--- src/rtl/mem_stage_if.sv ---
// mem_stage_if: X/M request, memory bus and M/W control signals of the memory stage.
interface mem_stage_if;
    logic        xm_valid, xm_MemRead, xm_MemWrite, xm_halt;
    logic [15:0] xm_addr, xm_wdata;
    logic        mem_req, mem_wr, mem_ready;
    logic [15:0] mem_addr, mem_wdata, mem_rdata;
    logic        stall, mw_en, mw_bubble, halted, err;
    logic [15:0] mw_mem_data, stall_cycles;
    modport master(
        input  xm_valid, xm_MemRead, xm_MemWrite, xm_halt, xm_addr, xm_wdata, mem_rdata, mem_ready,
        output mem_req, mem_wr, mem_addr, mem_wdata, stall, mw_en, mw_bubble, mw_mem_data,
               halted, err, stall_cycles
    );
    modport slave(
        output xm_valid, xm_MemRead, xm_MemWrite, xm_halt, xm_addr, xm_wdata, mem_rdata, mem_ready,
        input  mem_req, mem_wr, mem_addr, mem_wdata, stall, mw_en, mw_bubble, mw_mem_data,
               halted, err, stall_cycles
    );
endinterface

--- src/rtl/mem_stage_ctrl.sv ---
// mem_stage_ctrl: memory-stage controller issuing bus accesses and stalling the pipeline
// until completion, with per-access timeout, sticky halt and error status.
module mem_stage_ctrl #(
    parameter int TIMEOUT = 255
) (
    input logic          clk,
    input logic          rst,
    mem_stage_if.master  bus
);
    typedef enum logic [1:0] {IDLE, BUSY, ERROR} state_t;
    localparam logic [7:0] WAIT_LAST = TIMEOUT[7:0] - 8'd1;
    state_t      r_state;
    logic [7:0]  r_wait_cnt;
    logic        r_halted, r_wr;
    logic [15:0] r_stall_cycles, r_addr, r_wdata;
    logic        w_access, w_req, w_wr, w_stall, w_bubble, w_done;
    logic [15:0] w_addr, w_wdata;
    always_comb begin
        w_access = bus.xm_valid & (bus.xm_MemRead | bus.xm_MemWrite) & !r_halted;
        w_req    = 1'b0;
        w_wr     = r_wr;
        w_addr   = r_addr;
        w_wdata  = r_wdata;
        w_stall  = 1'b0;
        w_bubble = 1'b1;
        w_done   = 1'b0;
        if (rst) begin
            w_stall = 1'b0;
        end else if (r_state == ERROR || (r_state == IDLE && r_halted)) begin
            w_stall = 1'b1;
        end else if (r_state == BUSY || w_access) begin
            w_req    = 1'b1;
            w_done   = bus.mem_ready;
            w_stall  = !bus.mem_ready;
            w_bubble = !bus.mem_ready;
            if (r_state == IDLE) begin
                w_wr    = bus.xm_MemWrite;
                w_addr  = bus.xm_addr;
                w_wdata = bus.xm_wdata;
            end
        end else begin
            w_bubble = !bus.xm_valid;
        end
    end
    assign bus.mem_req      = w_req;
    assign bus.mem_wr       = w_req & w_wr;
    assign bus.mem_addr     = w_addr;
    assign bus.mem_wdata    = w_wdata;
    assign bus.stall        = w_stall;
    assign bus.mw_en        = !rst;
    assign bus.mw_bubble    = w_bubble;
    assign bus.mw_mem_data  = (w_done && !w_wr) ? bus.mem_rdata : 16'h0000;
    assign bus.halted       = r_halted;
    assign bus.err          = (r_state == ERROR);
    assign bus.stall_cycles = r_stall_cycles;
    always_ff @(posedge clk) begin
        if (rst) begin
            r_state        <= IDLE;
            r_wait_cnt     <= 8'd0;
            r_halted       <= 1'b0;
            r_wr           <= 1'b0;
            r_stall_cycles <= 16'd0;
            r_addr         <= 16'd0;
            r_wdata        <= 16'd0;
        end else begin
            if (w_stall && r_stall_cycles != 16'hFFFF)
                r_stall_cycles <= r_stall_cycles + 16'd1;
            // A halt retires only when it actually enters M/W, i.e. after its access completes.
            if (!w_bubble && bus.xm_valid && bus.xm_halt)
                r_halted <= 1'b1;
            if (r_state == IDLE && w_access) begin
                r_addr  <= w_addr;
                r_wdata <= w_wdata;
                r_wr    <= w_wr;
            end
            case (r_state)
                IDLE: if (w_access && !bus.mem_ready) begin
                    r_state    <= BUSY;
                    r_wait_cnt <= 8'd0;
                end
                BUSY: if (bus.mem_ready) r_state <= IDLE;
                      else if (r_wait_cnt == WAIT_LAST) r_state <= ERROR;
                      else r_wait_cnt <= r_wait_cnt + 8'd1;
                default: ;
            endcase
        end
    end
endmodule

--- src/flat_wrapper.sv ---
// flat-port wrapper written by rule: the top's interface ports become plain ports
module mem_stage_ctrl_flat 
#(
    parameter int TIMEOUT = 255
)
  (clk, rst, bus_xm_valid, bus_xm_MemRead, bus_xm_MemWrite, bus_xm_halt, bus_xm_addr, bus_xm_wdata, bus_mem_rdata, bus_mem_ready, bus_mem_req, bus_mem_wr, bus_mem_addr, bus_mem_wdata, bus_stall, bus_mw_en, bus_mw_bubble, bus_mw_mem_data, bus_halted, bus_err, bus_stall_cycles);
  mem_stage_if bus_i ();
  input logic clk;
  input logic rst;
  input wire logic [$bits(bus_i.xm_valid)-1:0] bus_xm_valid;
  input wire logic [$bits(bus_i.xm_MemRead)-1:0] bus_xm_MemRead;
  input wire logic [$bits(bus_i.xm_MemWrite)-1:0] bus_xm_MemWrite;
  input wire logic [$bits(bus_i.xm_halt)-1:0] bus_xm_halt;
  input wire logic [$bits(bus_i.xm_addr)-1:0] bus_xm_addr;
  input wire logic [$bits(bus_i.xm_wdata)-1:0] bus_xm_wdata;
  input wire logic [$bits(bus_i.mem_rdata)-1:0] bus_mem_rdata;
  input wire logic [$bits(bus_i.mem_ready)-1:0] bus_mem_ready;
  output wire logic [$bits(bus_i.mem_req)-1:0] bus_mem_req;
  output wire logic [$bits(bus_i.mem_wr)-1:0] bus_mem_wr;
  output wire logic [$bits(bus_i.mem_addr)-1:0] bus_mem_addr;
  output wire logic [$bits(bus_i.mem_wdata)-1:0] bus_mem_wdata;
  output wire logic [$bits(bus_i.stall)-1:0] bus_stall;
  output wire logic [$bits(bus_i.mw_en)-1:0] bus_mw_en;
  output wire logic [$bits(bus_i.mw_bubble)-1:0] bus_mw_bubble;
  output wire logic [$bits(bus_i.mw_mem_data)-1:0] bus_mw_mem_data;
  output wire logic [$bits(bus_i.halted)-1:0] bus_halted;
  output wire logic [$bits(bus_i.err)-1:0] bus_err;
  output wire logic [$bits(bus_i.stall_cycles)-1:0] bus_stall_cycles;
  assign bus_i.xm_valid = bus_xm_valid;
  assign bus_i.xm_MemRead = bus_xm_MemRead;
  assign bus_i.xm_MemWrite = bus_xm_MemWrite;
  assign bus_i.xm_halt = bus_xm_halt;
  assign bus_i.xm_addr = bus_xm_addr;
  assign bus_i.xm_wdata = bus_xm_wdata;
  assign bus_i.mem_rdata = bus_mem_rdata;
  assign bus_i.mem_ready = bus_mem_ready;
  assign bus_mem_req = bus_i.mem_req;
  assign bus_mem_wr = bus_i.mem_wr;
  assign bus_mem_addr = bus_i.mem_addr;
  assign bus_mem_wdata = bus_i.mem_wdata;
  assign bus_stall = bus_i.stall;
  assign bus_mw_en = bus_i.mw_en;
  assign bus_mw_bubble = bus_i.mw_bubble;
  assign bus_mw_mem_data = bus_i.mw_mem_data;
  assign bus_halted = bus_i.halted;
  assign bus_err = bus_i.err;
  assign bus_stall_cycles = bus_i.stall_cycles;
  mem_stage_ctrl #(.TIMEOUT(TIMEOUT)) u_core (.clk(clk), .rst(rst), .bus(bus_i));
endmodule
--- config.mk ---
export PLATFORM = sky130hd
export DESIGN_NAME = mem_stage_ctrl_flat
export DESIGN_NICKNAME = d
export VERILOG_FILES = /design/src/rtl/mem_stage_if.sv /design/src/rtl/mem_stage_ctrl.sv /design/src/flat_wrapper.sv
export SDC_FILE = /design/constraint.sdc
export NUM_CORES = 1
export LEC_CHECK = 0
export ABC_AREA = 1
export CAP_MARGIN = 20
export CORE_ASPECT_RATIO = 1.4
export CORE_MARGIN = 2
export CORE_UTILIZATION = 45
export CTS_BUF_LIST = sky130_fd_sc_hd__clkbuf_16
export DETAILED_ROUTE_END_ITERATION = 7
export PLACE_DENSITY = 0.81
export SLEW_MARGIN = 0
export SYNTH_ARGS = -nofsm -noshare
export SYNTH_HDL_FRONTEND = slang
export SYNTH_SLANG_ARGS = --single-unit
--- constraint.sdc ---
create_clock -name clk -period 2.1 [get_ports clk]
set_clock_uncertainty 0.2 [all_clocks]
set_input_delay 0.42 -clock clk [delete_from_list [all_inputs] [get_ports clk]]
set_output_delay 0.42 -clock clk [all_outputs]
set_load 0.01 [all_outputs]
==> flow_summary.ini <==
[timing]
relSlewSlack_pct = 73.0
fin_ws_ns = -0.507
rsz0062_at_grt = true
holdWs_ns = 0.286
max_freq_mhz = 384
report.final.slew_viol_count = 0
tightest_slew_ns = 0.406
setup-tns-final_ns = -17.81
hold_violations = 0
min_period_over_period_pct = 124
finalSetupViolCount = 51
fin_crit_ns = 2.61

[die]
core_sq_um = 7410
rows = 37
dieArea_sq_um = 8390
ioPinCount = 126
die_w_um = 78.0
die_y_um = 108
start_util_pct = 46.5

[route]
wire_per_inst_um = 14.9
first_pass_iters = 5
route.detailed.drc = 0
drt-initial-drc-count = 216
vias_per_cell = 5.27
ant_nets = 0
vias = 4323
routed_wl_um = 12200

[setup_path]
worstSetupStartpointType = register
r2r-start = u_core.bus.halted$_SDFFE_PP0P_
r2r_end = u_core.r_wdata[7]$_SDFFE_PP0P_
reg2reg_depth = 12
path_class = reg2out
r2r_setup_slack_ns = 0.02
crit_fanout = 13
endpoint_kind = output port
crit_required_ns = 1.48
cp_data_arrival_time_ns = 1.99

[placed_design]
dpl_cell_area_sq_um = 5210
place_ws_ns = -1.01
placed_cells = 782
place_congestion = 0.876
port_buffers = 125
dp_hpwl_um = 7170

[cts]
cts_buffers = 9
clock_latency_ns = 0.33
cts.clk_slew.worst_paths_ns = 0.05
cts_buffer_depth = 2
numClockSinks = 60
clockRootBuffer = clkbuf_16
cts-htree-levels = 3
cts_tree = done

[yosys]
yosysSeqAreaShare_pct = 34.8
synth.area.top_cells = dfxtp_1, nor2_1, nand2_1, o21ai_0, inv_1
synth_cells = 521
ys_ff_latch = 60
syn-num-nets = 579
avgSynthCellArea_sq_um = 6.62
synth_top_area_cell = dfxtp_1
ys_warn_count = 0
synth_area_sq_um = 3450
synth.distinct_cells = 29
synth_top_cell_area_share_pct = 34.8

[pwr]
power.density_nw_per_um2 = 561
ir_drop_mv = 0.546
total_leakage_power_nw = 2.61

[grt]
first_global_vias = 4188
grt_pass1_wl_um = 19000
grt_max_degree = 39
gr-total-overflow = 0
gr-usage-all-layers_pct = 28.5
antenna_found_initial = 0

[layout]
areaGrowthSynthToFinish_pct = 72.7
layout.cells.non_filler = 820
insertedDiodeCount = 0
drive_above_1_share_pct = 34.3
fin_nets = 778
fin_area_sq_um = 5950
fillers = 489

[worst_hold_path]
hp-class = reg2reg
hold_path_end = u_core.r_wr$_SDFFE_PP0P_
hold_start = u_core.r_wr$_SDFFE_PP0P_
whs_path_depth = 2

[outcome]
violations = setup timing
status = finished, violations left

[flow_run]
maxCapViolCount = 0
[worst max-delay path, cell delays in order, from the launching register on]
cell and delay [ns]:
dfxtp_4 0.35, nor2_4 0.11, nand2_2 0.08, buf_6 0.12
nand2_4 0.06, inv_4 0.04, nor2_4 0.11, nand2_4 0.12
buf_12 0.19, nor3_4 0.20, nor2_1 0.11, buf_2 0.16
[worst max-delay path by stage]
stage                                         startpoint                  end  slack, ns  cells after the start
final                     u_core.bus.halted$_SDFFE_PP0P_     bus_mem_wdata[7]      -0.51                     11
after floorplan                          bus_xm_MemWrite  bus_mw_mem_data[10]       0.04                     11
after CTS                 u_core.bus.halted$_SDFFE_PP0P_    bus_mem_wdata[11]      -0.45                     12
after global placement                      bus_xm_valid     bus_mem_addr[12]      -0.96                     10
after global routing      u_core.bus.halted$_SDFFE_PP0P_     bus_mem_wdata[7]      -0.54                     11
after detailed placement                    bus_xm_valid      bus_mem_addr[9]      -1.01                     12
[cells in the final DEF (no fill, tap or decap), drive strengths merged, types with 13 or more instances in the layout]
master	count
nand2	101
nor2	140
nor3	30
o21ai	41
a21oi	29
clkdlybuf4s50	66
inv	50
nand3	21
clkbuf	13
buf	133
dfxtp	60
[state kept, by name, summed over array words and instances (netlist names)]
register,count
u_core.r_wr,1
u_core.bus.halted,1
u_core.r_state,2
u_core.bus.stall_cycles,16
u_core.r_wdata,16
u_core.r_wait_cnt,8
u_core.r_addr,16
[cells in the mapped netlist, drive strengths merged]
master,instances
ha,3
or2,1
nand3,20
nor3,30
nor2,140
inv,50
nand4,9
xor2,7
clkbuf,8
o211ai,1
dfxtp,60
o21ai,41
buf,16
nand2,101
a21oi,29
xnor2,4
clkinv,1
[cell families after synthesis]
logic type,synth area share [%]
AOI/OAI and AO/OA,10.5
xor gates and xnor gates,2.79
adders and majority gates,1.09
buffers and inverters,9.87
DFF,34.8
and+or+nand+nor,40.9
[power breakdown]
group          switching [mW]  internal [mW]
clock network           0.506          0.766
logic                   0.405          0.430
registers              0.0416           1.19
total                   0.953           2.39
[metrics by stage]
| step | util [%] | power, mW |
|---|---|---|
| after floorplan | - | 1.55 |
| after global placement | 70.4 | 1.94 |
| after detailed placement | 70.4 | 1.96 |
| after CTS | 78.0 | 3.27 |
| after global routing | 80.4 | 3.46 |
| final | 80.4 | 3.34 |
[routing by layer]
layer	GRT usage (%)	routed length, um	part of all wire (%)
met4	10.0	367	3.0
met3	7.55	865	7.1
met5	0	0	0
met1	29.3	4450	36
met2	54.7	6540	54
[final cells by class]
type | instances | area (sq um) | share of cell area, %
Timing Repair Buffer | 211 | 1950 | 32.7
Tap cell | 97 | 121 | 2.04
Multi-Input combinational cell | 387 | 2230 | 37.4
Sequential cell | 60 | 1210 | 20.4
Clock buffer | 9 | 225 | 3.78
Clock inverter | 5 | 21.3 | 0.357
Inverter | 51 | 201 | 3.38
[repair_timing]
| action | 4_1_cts | 5_1_grt |
|---|---|---|
| pin swaps | 26 | 34 |
| setup endpoints to repair | 54 | 81 |
| resized for setup | 258 | 101 |
| buffers inserted | 14 | 9 |
| hold buffers | 0 | 0 |
| cloned | 7 | 2 |
Note: power is estimated with default switching activity, not from simulation.
